[src/rtl/harris_pkg.sv]
// Shared types for the Harris corner pipeline: pixel width, window size and
// the window array handed from window_gen to the gradient stage.
package harris_pkg;
  localparam int PIX_W = 8;
  localparam int WIN_N = 6;

  typedef logic [PIX_W-1:0] pix_t;
  typedef pix_t [0:WIN_N-1][0:WIN_N-1] win_t;
endpackage

[src/rtl/window_gen_if.sv]
// Pixel stream in, 6x6 window stream out. master = pixel source side,
// slave = window_gen side.
interface window_gen_if;
  import harris_pkg::*;

  logic        pix_valid;
  pix_t        pix_in;
  win_t        window;
  logic        win_valid;
  logic [63:0] count;
  logic        frame_done;

  modport master (output pix_valid, pix_in,
                  input  window, win_valid, count, frame_done);
  modport slave  (input  pix_valid, pix_in,
                  output window, win_valid, count, frame_done);
endinterface

[src/rtl/line_buffer.sv]
// One image row of delay: dout is the pixel written DEPTH enables ago,
// read combinationally before the same-cycle write overwrites it.
module line_buffer
  import harris_pkg::*;
#(
  parameter int DEPTH = 64
) (
  input  logic clk,
  input  logic reset,
  input  logic en,
  input  pix_t din,
  output pix_t dout
);
  localparam int AW = (DEPTH > 1) ? $clog2(DEPTH) : 1;

  pix_t          mem [0:DEPTH-1];
  logic [AW-1:0] ptr;

  assign dout = mem[ptr];

  always_ff @(posedge clk) begin
    if (reset)
      ptr <= '0;
    else if (en)
      ptr <= (ptr == AW'(DEPTH-1)) ? '0 : ptr + 1'b1;
  end

  // Contents are never cleared; stale data is masked by window gating.
  always_ff @(posedge clk) begin
    if (en)
      mem[ptr] <= din;
  end
endmodule

[src/rtl/window_gen.sv]
// Raster-scan 6x6 sliding window generator: five cascaded line buffers feed
// a 6x6 shift register; windows are flagged only when fully inside a frame.
module window_gen
  import harris_pkg::*;
#(
  parameter int IMG_W = 64,
  parameter int IMG_H = 64
) (
  input logic         clk,
  input logic         reset,
  window_gen_if.slave bus
);
  localparam int CW = $clog2(IMG_W);
  localparam int RW = $clog2(IMG_H);

  logic [CW-1:0] col;
  logic [RW-1:0] row;
  logic          accept, last_col, last_row, in_win;
  pix_t          tap [0:WIN_N-1];
  win_t          win_q;
  logic          vld_q, done_q;
  logic [63:0]   cnt_q;

  assign accept   = bus.pix_valid;
  assign last_col = (col == CW'(IMG_W-1));
  assign last_row = (row == RW'(IMG_H-1));
  assign in_win   = (row >= RW'(WIN_N-1)) && (col >= CW'(WIN_N-1));

  // tap[k] is the pixel k rows above the incoming one, same column.
  assign tap[0] = bus.pix_in;

  generate
    for (genvar k = 1; k < WIN_N; k++) begin : g_lb
      line_buffer #(.DEPTH(IMG_W)) u_lb (
        .clk  (clk),
        .reset(reset),
        .en   (accept && !reset),
        .din  (tap[k-1]),
        .dout (tap[k])
      );
    end
  endgenerate

  always_ff @(posedge clk) begin
    if (reset) begin
      col <= '0;
      row <= '0;
    end else if (accept) begin
      if (last_col) begin
        col <= '0;
        row <= last_row ? '0 : row + 1'b1;
      end else begin
        col <= col + 1'b1;
      end
    end
  end

  always_ff @(posedge clk) begin
    if (reset) begin
      win_q <= '0;
    end else if (accept) begin
      for (int i = 0; i < WIN_N; i++) begin
        for (int j = 0; j < WIN_N-1; j++)
          win_q[i][j] <= win_q[i][j+1];
        win_q[i][WIN_N-1] <= tap[WIN_N-1-i];
      end
    end
  end

  always_ff @(posedge clk) begin
    if (reset) begin
      vld_q  <= 1'b0;
      done_q <= 1'b0;
      cnt_q  <= '0;
    end else begin
      vld_q  <= accept && in_win;
      done_q <= accept && in_win && last_row && last_col;
      if (accept && in_win)
        cnt_q <= 64'(row) * 64'(IMG_W) + 64'(col);
    end
  end

  assign bus.window     = win_q;
  assign bus.win_valid  = vld_q;
  assign bus.frame_done = done_q;
  assign bus.count      = cnt_q;
endmodule

[src/flat_wrapper.sv]
// flat-port wrapper written by rule: the top's interface ports become plain ports
module window_gen_flat import harris_pkg::*;
#(
  parameter int IMG_W = 64,
  parameter int IMG_H = 64
)
  (clk, reset, bus_pix_valid, bus_pix_in, bus_window, bus_win_valid, bus_count, bus_frame_done);
  window_gen_if bus_i ();
  input logic clk;
  input logic reset;
  input wire logic [$bits(bus_i.pix_valid)-1:0] bus_pix_valid;
  input wire logic [$bits(bus_i.pix_in)-1:0] bus_pix_in;
  output wire logic [$bits(bus_i.window)-1:0] bus_window;
  output wire logic [$bits(bus_i.win_valid)-1:0] bus_win_valid;
  output wire logic [$bits(bus_i.count)-1:0] bus_count;
  output wire logic [$bits(bus_i.frame_done)-1:0] bus_frame_done;
  assign bus_i.pix_valid = bus_pix_valid;
  assign bus_i.pix_in = bus_pix_in;
  assign bus_window = bus_i.window;
  assign bus_win_valid = bus_i.win_valid;
  assign bus_count = bus_i.count;
  assign bus_frame_done = bus_i.frame_done;
  window_gen #(.IMG_W(IMG_W), .IMG_H(IMG_H)) u_core (.clk(clk), .reset(reset), .bus(bus_i));
endmodule
[config.mk]
export PLATFORM = sky130hd
export DESIGN_NAME = window_gen_flat
export DESIGN_NICKNAME = d
export VERILOG_FILES = /design/src/rtl/harris_pkg.sv /design/src/rtl/window_gen_if.sv /design/src/rtl/line_buffer.sv /design/src/rtl/window_gen.sv /design/src/flat_wrapper.sv
export SDC_FILE = /design/constraint.sdc
export NUM_CORES = 2
export LEC_CHECK = 0
export ABC_CLOCK_PERIOD_IN_PS = 5730
export BUFFER_PORTS_ARGS = -buffer_cell sky130_fd_sc_hd__buf_4
export CORE_ASPECT_RATIO = 1.5
export CORE_MARGIN = 2
export CORE_UTILIZATION = 27
export DETAILED_ROUTE_END_ITERATION = 8
export PLACE_DENSITY = 0.4
export SETUP_SLACK_MARGIN = 0.15
export SLEW_MARGIN = 20
export SYNTH_ARGS = -nofsm -noshare
export SYNTH_HDL_FRONTEND = slang
export SYNTH_SLANG_ARGS = --single-unit
[constraint.sdc]
create_clock -name clk -period 5.73 [get_ports clk]
set_input_delay 0.2865 -clock clk [delete_from_list [all_inputs] [get_ports clk]]
set_output_delay 0.2865 -clock clk [all_outputs]
set_load 0.01 [all_outputs]
==> impl_metrics.csv <==
group,metric,value,unit
run_status,status,"completed",
worst_setup_path,start_kind,"flop",
detailed_routing,final_antenna_net_count,0,
run,max-cap-violations,0,
detailed_routing,vias,58800,
layout,final_cells,12600,
yosys,syn_avg_cell_area,17.9,sq um
clock_network,cts-root-buf,"clkbuf_16",
floorplan,fp-row-count,292,
timing,finalCriticalPeriod,4.23,ns
clock_network,htreeDepth,5,
clock_network,clk_pin_slew,0.06,ns
timing,finalClockSkew,0.0551,ns
timing,timing.setup.tns,0,ns
global_routing,use_met3,2.15,%
power,power-per-cell-area,355,nW/um^2
place,io_buffers,312,
worst_setup_path,crit_type,"flop to flop",
yosys,yosys_warnings,0,
yosys,synthFlopType,"edfxtp_1",
global_routing,antenna_found_initial,4,
yosys,async_flop_share,0,%
yosys,ys_seq_elements,2928,
global_routing,grt_overflow,0,
worst_hold_path,min_to,"u_core.bus.window[81]",
worst_setup_path,critPathMaxFanout,49,
layout,layout.nets,6797,
worst_setup_path,reg2regPathDepth,8,
floorplan,die_y,799,microns
clock_network,cts_resized,0,
yosys,synth_cell_type_count,79,
timing,hold_viol,0,
layout,final_util,31.6,%
worst_setup_path,end_kind,"flop",
detailed_routing,drt-initial-drc-count,4407,
clock_network,tritoncts,"yes",
place,dp_hpwl,220000,microns
timing,fin_crit_sh,73.9,%
global_routing,grt.busiest_layer,"met2",
global_routing,grt_max_degree,111,
global_routing,met1_usage,17.9,%
power,ir_drop,0.223,mV
floorplan,io_pins,365,
worst_hold_path,hold_depth,3,
detailed_routing,avgViaCountPerCell,4.66,
layout,nFillCells,40800,
clock_network,clock_sinks,2928,
place,gp_congestion,0.787,
floorplan,core,421000,sq um
clock_network,clk_latency,0.96,ns
timing,grt_setup_unrepaired,"no",
floorplan,chipWidth,534,microns
floorplan,initial_utilization,27.1,%
global_routing,grt_pass1_wl,482000,microns
clock_network,numCtsBuffers,310,
worst_setup_path,arrival,4.91,ns
place,placedCellCount,12000,
timing,setup_viol,0,
global_routing,use_met2,29.6,%
worst_hold_path,hp-start,"reset",
detailed_routing,routed_wl,341000,microns
yosys,synth_area,114000,sq um
timing,relSlewSlack,18.8,%
timing,tightest_slew,1.21,ns
worst_setup_path,cp.required,6.41,ns
yosys,syn_inst,6363,
worst_setup_path,reg2reg_slack,1.50,ns
detailed_routing,wire_per_inst,27.0,microns
layout,drive_above_1_share,21.4,%
timing,drv_slew,0,
floorplan,dieArea,427000,sq um
global_routing,grtUsageTotal,15.6,%
detailed_routing,dr.pass1.iters,5,
worst_setup_path,reg2reg_to,"u_core.g_lb[2].u_lb.mem[55][5]",
detailed_routing,drc_errors,0,
timing,max_freq,236,MHz
yosys,ys_seq_area_share,74.0,%
worst_hold_path,min_path_type,"input port to flop",
layout,syn2layout_area_growth,16.7,%
global_routing,grt_pass1_vias,61900,
yosys,synth_edf_count,2560,
clock_network,ctsLongestPathBuffers,4,
power,power_leakage,0.0417,uW
logic make-up after synthesis:
family	after synthesis	synth area share, %
mux	1187	15.3
compound gates	608	3.78
buf+inv	439	2.17
fa+ha+maj	11	0.121
other cells	1	0.00330
xor+xnor	31	0.239
flops	2928	74.0
simple gates	1158	4.35
how the worst max path moves through the flow:
| stage | start | end | slack (ns) | depth (start not counted) |
|---|---|---|---|---|
| finish | flop | u_core.g_lb[2].u_lb.mem[55][5] | 1.50 | 8 |
| global route | flop | u_core.g_lb[2].u_lb.mem[55][5] | 1.20 | 8 |
| CTS | flop | u_core.g_lb[3].u_lb.mem[20][7] | 1.36 | 7 |
| detailed placement | flop | u_core.g_lb[3].u_lb.mem[7][7] | 1.39 | 7 |
| global placement | flop | u_core.g_lb[2].u_lb.mem[6][5] | 1.10 | 7 |
| floorplan | flop | u_core.g_lb[5].u_lb.mem[0][7] | 0.87 | 7 |
metrics by stage:
step                      worst slack, ns  hold WS (ns)  power (uW)  area (sq um)
after global placement               1.10         0.473       27100        122000
final                                1.50         0.288       47200        133000
after floorplan                     0.867         0.385       25900        114000
after CTS                            1.36         0.233       47900        133000
after global routing                 1.20         0.270       48700        133000
after detailed placement             1.39         0.487       27200        122000
critical path, stage by stage, from the launching register on:
cell,delay [ns]
dfxtp_4,0.88
buf_4,0.53
mux4_2,0.55
mux2_2,0.27
nand2_1,0.13
nand3_1,0.10
o2111ai_1,0.28
nand2_2,0.72
buf_4,0.46
metal layers:
metal / part of all wire [%] / vias up
met1: 39 / 31000
met4: 3.2 / 0
met2: 54 / 1388
met3: 3.7 / 481
li1: - / 25900
met5: 0 / -
synthesized netlist by cell type (all sizes together), types with 83 or more instances:
| master | count | area [sq um] |
|---|---|---|
| buf | 294 | 1910 |
| a21oi | 106 | 531 |
| nand2 | 164 | 616 |
| clkbuf | 127 | 478 |
| a22oi | 160 | 1200 |
| mux2 | 102 | 1150 |
| nor2 | 732 | 2750 |
| edfxtp | 2560 | 76900 |
| o21ai | 83 | 415 |
| mux4 | 423 | 9630 |
| mux2i | 662 | 6630 |
| dfxtp | 368 | 7370 |
sequential cells by signal (all words and copies together), names as in the netlist, named ones only:
name                   flops
u_core.g_lb.u_lb.mem    2560
u_core.bus.window        288
u_core.g_lb.u_lb.ptr      30
u_core.bus.count          12
u_core.col                 6
u_core.row                 6
u_core.bus.frame_done      1
u_core.bus.win_valid       1
final cells by class:
cell class                      instances  area [sq um]  area share, %
Clock inverter                        169          1850           1.40
Multi-Input combinational cell       3047         27500           20.7
Clock buffer                          393          8330           6.27
Timing Repair Buffer                  474          3770           2.84
Tap cell                             5586          6990           5.26
Sequential cell                      2928         84300           63.5
Antenna cell                            3          7.51        0.00565
Inverter                               14          52.6         0.0396
power by group:
part | leakage, uW | internal, uW | switching, uW
Combinational | 0.0107 | 836 | 1840
Sequential | 0.0260 | 23700 | 218
Clock | 0.00497 | 11800 | 8790
Total | 0.0417 | 36300 | 10900
layout by cell type, fill, tap and decap left out, types with 23 or more instances in the layout:
cell	n
a211oi_1	23
a21oi_1	106
a221oi_1	47
a22oi_1	160
a311oi_1	27
buf_4	448
bufinv_16	31
clkbuf_1	63
clkbuf_16	316
clkinv_1	61
clkinv_2	46
conb_1	52
dfxtp_1	353
edfxtp_1	2560
mux2_2	102
mux2i_1	662
mux4_1	27
mux4_2	396
nand2_1	142
nand3_1	76
nor2_1	711
nor2b_1	44
o21ai_0	67
timing repair:
item | CTS | global route
hold buffers | 10 | 0
endpoints found under the hold margin | 589 | 0
setup buffers | 0 | 0
Note: power is estimated with default switching activity, not from simulation.
